[src/rtl/alu_rs.sv]
// ALU reservation station: holds dispatched uops until both operands are
// available, snoops both result buses, and issues one ready uop per cycle.
module alu_rs #(
  parameter int unsigned RS_SIZE = 8,
  parameter int unsigned TAG_W   = 4,
  parameter int unsigned OP_W    = 6,
  parameter int unsigned DATA_W  = 32
) (
  input  logic              clk,
  input  logic              rst,
  input  logic              rdy,
  input  logic              in_valid,
  input  logic [OP_W-1:0]   in_op,
  input  logic [DATA_W-1:0] in_value1,
  input  logic [TAG_W-1:0]  in_tag1,
  input  logic [DATA_W-1:0] in_value2,
  input  logic [TAG_W-1:0]  in_tag2,
  input  logic [DATA_W-1:0] in_imm,
  input  logic [DATA_W-1:0] in_pc,
  input  logic [TAG_W-1:0]  in_rob_tag,
  input  logic [TAG_W-1:0]  in_alu_cdb_tag,
  input  logic [DATA_W-1:0] in_alu_cdb_value,
  input  logic [TAG_W-1:0]  in_lsb_cdb_tag,
  input  logic [DATA_W-1:0] in_lsb_cdb_value,
  input  logic              in_rollback,
  output logic              out_full,
  output logic [OP_W-1:0]   out_op,
  output logic [DATA_W-1:0] out_value1,
  output logic [DATA_W-1:0] out_value2,
  output logic [DATA_W-1:0] out_imm,
  output logic [DATA_W-1:0] out_pc,
  output logic [TAG_W-1:0]  out_rob_tag
);

  localparam int unsigned IDX_W = (RS_SIZE > 1) ? $clog2(RS_SIZE) : 1;
  localparam int unsigned OPND_W = TAG_W + DATA_W;

  logic [RS_SIZE-1:0] busy;
  logic [OP_W-1:0]    ent_op   [RS_SIZE];
  logic [DATA_W-1:0]  ent_val1 [RS_SIZE];
  logic [TAG_W-1:0]   ent_tag1 [RS_SIZE];
  logic [DATA_W-1:0]  ent_val2 [RS_SIZE];
  logic [TAG_W-1:0]   ent_tag2 [RS_SIZE];
  logic [DATA_W-1:0]  ent_imm  [RS_SIZE];
  logic [DATA_W-1:0]  ent_pc   [RS_SIZE];
  logic [TAG_W-1:0]   ent_rob  [RS_SIZE];

  logic [RS_SIZE-1:0] ready;
  logic [IDX_W-1:0]   free_idx;
  logic [IDX_W-1:0]   issue_idx;
  logic               issue_found;
  logic [OPND_W-1:0]  disp_opnd1;
  logic [OPND_W-1:0]  disp_opnd2;

  // Resolve an operand against both result buses; ALU bus wins on a double match.
  function automatic logic [OPND_W-1:0] snoop(input logic [TAG_W-1:0]  tag,
                                              input logic [DATA_W-1:0] val);
    logic [OPND_W-1:0] res;
    res = {tag, val};
    if (tag != '0 && tag == in_alu_cdb_tag)
      res = {TAG_W'(0), in_alu_cdb_value};
    else if (tag != '0 && tag == in_lsb_cdb_tag)
      res = {TAG_W'(0), in_lsb_cdb_value};
    return res;
  endfunction

  assign out_full = &busy;

  // Lowest-index free slot and lowest-index ready slot.
  always_comb begin
    ready       = '0;
    free_idx    = '0;
    issue_idx   = '0;
    issue_found = 1'b0;
    for (int i = RS_SIZE - 1; i >= 0; i--) begin
      ready[i] = busy[i] && (ent_tag1[i] == '0) && (ent_tag2[i] == '0);
      if (!busy[i])
        free_idx = IDX_W'(i);
      if (ready[i]) begin
        issue_idx   = IDX_W'(i);
        issue_found = 1'b1;
      end
    end
  end

  always_comb begin
    disp_opnd1 = snoop(in_tag1, in_value1);
    disp_opnd2 = snoop(in_tag2, in_value2);
  end

  // Entry payloads are only read while busy, so only control state is reset.
  always_ff @(posedge clk or posedge rst) begin
    if (rst) begin
      busy        <= '0;
      out_op      <= '0;
      out_value1  <= '0;
      out_value2  <= '0;
      out_imm     <= '0;
      out_pc      <= '0;
      out_rob_tag <= '0;
    end else if (in_rollback) begin
      busy        <= '0;
      out_op      <= '0;
      out_value1  <= '0;
      out_value2  <= '0;
      out_imm     <= '0;
      out_pc      <= '0;
      out_rob_tag <= '0;
    end else if (!rdy) begin
      out_op      <= '0;
      out_value1  <= '0;
      out_value2  <= '0;
      out_imm     <= '0;
      out_pc      <= '0;
      out_rob_tag <= '0;
    end else begin
      for (int i = 0; i < RS_SIZE; i++) begin
        if (busy[i]) begin
          {ent_tag1[i], ent_val1[i]} <= snoop(ent_tag1[i], ent_val1[i]);
          {ent_tag2[i], ent_val2[i]} <= snoop(ent_tag2[i], ent_val2[i]);
        end
      end

      if (issue_found) begin
        busy[issue_idx] <= 1'b0;
        out_op          <= ent_op[issue_idx];
        out_value1      <= ent_val1[issue_idx];
        out_value2      <= ent_val2[issue_idx];
        out_imm         <= ent_imm[issue_idx];
        out_pc          <= ent_pc[issue_idx];
        out_rob_tag     <= ent_rob[issue_idx];
      end else begin
        out_op      <= '0;
        out_value1  <= '0;
        out_value2  <= '0;
        out_imm     <= '0;
        out_pc      <= '0;
        out_rob_tag <= '0;
      end

      // The free slot is never the issuing slot, so these writes never collide.
      if (in_valid && !out_full) begin
        busy[free_idx]                         <= 1'b1;
        ent_op[free_idx]                       <= in_op;
        {ent_tag1[free_idx], ent_val1[free_idx]} <= disp_opnd1;
        {ent_tag2[free_idx], ent_val2[free_idx]} <= disp_opnd2;
        ent_imm[free_idx]                      <= in_imm;
        ent_pc[free_idx]                       <= in_pc;
        ent_rob[free_idx]                      <= in_rob_tag;
      end
    end
  end

endmodule

[config.mk]
export PLATFORM = sky130hd
export DESIGN_NAME = alu_rs
export DESIGN_NICKNAME = d
export VERILOG_FILES = /design/src/rtl/alu_rs.sv
export SDC_FILE = /design/constraint.sdc
export NUM_CORES = 2
export LEC_CHECK = 0
export BUFFER_PORTS_ARGS = -buffer_cell sky130_fd_sc_hd__buf_2
export CAP_MARGIN = 20
export CORE_MARGIN = 4
export CORE_UTILIZATION = 47
export CTS_BUF_LIST = sky130_fd_sc_hd__clkbuf_16
export CTS_CLUSTER_SIZE = 10
export DETAILED_ROUTE_END_ITERATION = 10
export REMOVE_ABC_BUFFERS = 1
export SYNTH_ARGS = -nofsm -noshare
export SYNTH_HDL_FRONTEND = slang
export SYNTH_SLANG_ARGS = --single-unit
[constraint.sdc]
create_clock -name clk -period 6.1 [get_ports clk]
set_clock_uncertainty 0.05 [all_clocks]
set_input_delay 0.915 -clock clk [delete_from_list [all_inputs] [get_ports clk]]
set_output_delay 0.915 -clock clk [all_outputs]
set_load 0.01 [all_outputs]
==> reports/summary.txt <==
outcome - complete, no violations
top_reg_cell synth - edfxtp_1
die height - 380 µm
worst vdd ir - 0.312 mV
first-pass GRT wire length - 366000 µm
GR peak layer - met2
CTS tree - done
Hold WC Path Type - input pin to asynchronous set/reset pin
unrepaired setup endpoints after global routing - false
Starting Density - 47.3%
GRT overflow - 0
syn_area_per_cell - 11.4 µm²
Port Buf Inserts - 361
postcts setup bufs - 0
multiplexer share of the synthesized area - 0.983%
Final Slew Violations - 0
Setup violations, final - 0
Pleak - 26.7 nW
layout cells sized above 1 - 14.0%
Comb pwr share - 6.8%
core area - 138000 µm²
#FFs+latches synth - 1314
pre-CTS WS - 1.81 ns
row count - 136
CP max stage delay - 0.92 ns
met1 track demand over resource - 43.0%
Clock Path Buffers - 3
Hold WS - 0.0147 ns
hpwl dp - 140000 µm
minimum clock period - 4.54 ns
Mapped Cells - 5730
WL final - 256000 µm
RD Place Congestion - 0.879
Post-synth EDFFs - 1168
Final Hold Vio Count - 0
clock latency on the worst-skew pair - 0.82 ns
die width - 380 µm
leading area contributor after synthesis - edfxtp_1
fmax - 220 MHz
Worst Path Max Fanout - 39
via count - 54400
final worst-path cycle share - 74.4%
sequential share of power - 49.8%
asr flop ratio synth - 11.1%
YS warnings - 0
Die ar. - 145000 µm²
Synth Area in Simple Gates - 8.91%
Post-Syn Area - 65200 µm²
Yosys top cell area share - 53.8%
Synth-to-Final Area Change - 12.6%
DR vias/cell - 7.09
DR WL/cell - 33.3 µm
Setup crit end kind - output pin
first-iteration detailed-routing DRC count - 7960
Crit path max-delay family - buffers and inverters
most frequent cell after synthesis - edfxtp_1
Critical Path AT - 3.57 ns
cells along the critical path - buf_4, nand2_1, nor4_1, buf_2
Area contributors post-synth - edfxtp_1 54%, a22o_1 8.6%, nor2_1 6.7%
met3 Track Usage GR - 9.38%
final worst setup slack - 1.56 ns
largest family of logic cells by synthesized area - compound AO/OA/AOI/OAI gates
placed cell count - 7367
crit path max-delay cell type - dfrtp_4
sw power - 0.00499 W
Critical Path RT - 5.13 ns
CP Launch Type - flip-flop
first drt pass iteration count - 6
total track usage - 33.9%
Pint - 0.0151 W
CTS buffer count - 157
clock root buffer - clkbuf_16
vias in the first global route - 53200
Seq/Total Area, Yosys - 59.4%
Post-CTS Hold Buffers - 0
DRC violations left - 0
synth cell count leaders - 1168 x edfxtp_1, 1165 x nor2_1, 639 x a22o_1
final net count - 5956
Total Power - 0.0201 W
clk sink count - 1314
Worst-Margin Slew - 1.26 ns
fin cells - 7675
Final Util - 53.3%
adder-cell share of the synthesized area - 0%
Ports - 362
Setup CP Type - flip-flop to output pin
Clock transition at path regs - 0.06 ns
Post-Synth XOR/XNOR Area - 1.92%
Net Sw Frac - 24.8%
H-tree Lvls - 4
largest net degree at the start of global routing - 144
max-cap check violation count - 0
antenna violations before repair - 45
Clk pwr share - 43.4%
Compound-Gate Fraction of Synth Area - 24.3%
Resized Gates After CTS - 0
antenna-violating nets left - 0
PD cells - 274 nW/µm²
Synth cell types - 51
met2 GRT Util - 52.4%
Slew headroom - 16.1%
Buf+Inv Stages, Crit Path - 2
==> metrics by stage <==
stage / TNS (ns) / area, µm²
floorplan: -9533.35 / 62400
global route: 0 / 73300
CTS: 0 / 73300
finish: 0 / 73400
global placement: 0 / 68400
detailed placement: 0 / 68500
==> cell usage in the layout, fill, tap and decap left out, types with 11 or more instances in the layout <==
| master | Yosys | routed |
|---|---|---|
| o21ai_2 | 17 | 16 |
| diode_2 | 0 | 24 |
| nor4_1 | 12 | 12 |
| xor2_1 | 41 | 41 |
| nor2_1 | 1165 | 1146 |
| o21ai_1 | 34 | 18 |
| nand3_1 | 47 | 43 |
| a22oi_1 | 193 | 193 |
| buf_2 | 144 | 361 |
| buf_4 | 25 | 128 |
| buf_12 | 0 | 22 |
| o22ai_1 | 422 | 422 |
| o221ai_1 | 131 | 131 |
| nor3_2 | 0 | 14 |
| clkinv_1 | 0 | 14 |
| nor2_4 | 0 | 19 |
| clkbuf_16 | 0 | 157 |
| xnor2_1 | 102 | 102 |
| nand4_1 | 24 | 24 |
| edfxtp_1 | 1168 | 1168 |
| a21oi_1 | 234 | 234 |
| o21ai_0 | 80 | 80 |
| o21ai_4 | 0 | 17 |
| dfrtp_1 | 146 | 138 |
| nand2_1 | 91 | 86 |
| mux2i_1 | 64 | 64 |
| clkinv_16 | 0 | 11 |
| a22o_1 | 639 | 639 |
| a221oi_1 | 320 | 320 |
| inv_1 | 20 | 105 |
==> power groups by stage <==
stage                     clock network [W]  registers [W]  logic [W]
after floorplan                           0         0.0102   0.000674
after global placement                    0         0.0102    0.00131
after detailed placement                  0         0.0102    0.00133
after CTS                           0.00879         0.0100    0.00134
after global routing                0.00918         0.0100    0.00145
final                               0.00872         0.0100    0.00138
==> final timing paths <==
path | start | endpoint | slack, ns | depth (start not counted)
min in group clk | in_pc[5] | ent_pc[5][5] | 0.31 | 1
max reg2reg | ent_tag1[12] | out_value2[22] | 1.89 | 8
max | busy[6] | out_full | 1.56 | 4
min | rst | out_op[5] | 0.01 | 2
max in group asynchronous | rst | out_value1[4] | 4.45 | 4
min reg2reg | ent_imm[0][21] | out_imm[21] | 0.50 | 2
==> kinds of logic after synthesis <==
logic type / count (synthesis)
simple gates: 1415
flops: 1314
mux: 64
xor+xnor: 143
buf+inv: 689
compound gates: 2105
==> metal layers <==
layer,wire length (µm),share of wire [%]
met5,256,0.10
met4,16400,6.4
met3,30600,12
met2,114000,45
met1,93900,37
==> sequential cells by signal, summed over array words and instances, names as in the netlist, 8 cells and up <==
signal      cells
ent_val2      256
ent_pc        256
out_value1     32
out_imm        32
ent_op         48
ent_tag2       32
ent_imm       256
out_value2     32
ent_rob        32
out_pc         32
ent_val1      256
ent_tag1       32
busy            8
==> cell type report <==
cell class / count / area [µm²]
Sequential cell: 1314 / 38800
Clock buffer: 157 / 3930
Timing Repair Buffer: 513 / 3260
Inverter: 20 / 90.1
Clock inverter: 126 / 858
Tap cell: 1794 / 2240
Fill cell: 11800 / 64300
Antenna cell: 24 / 60.1
Multi-Input combinational cell: 3727 / 24200
No activity file was read; power rests on OpenSTA's default activity.
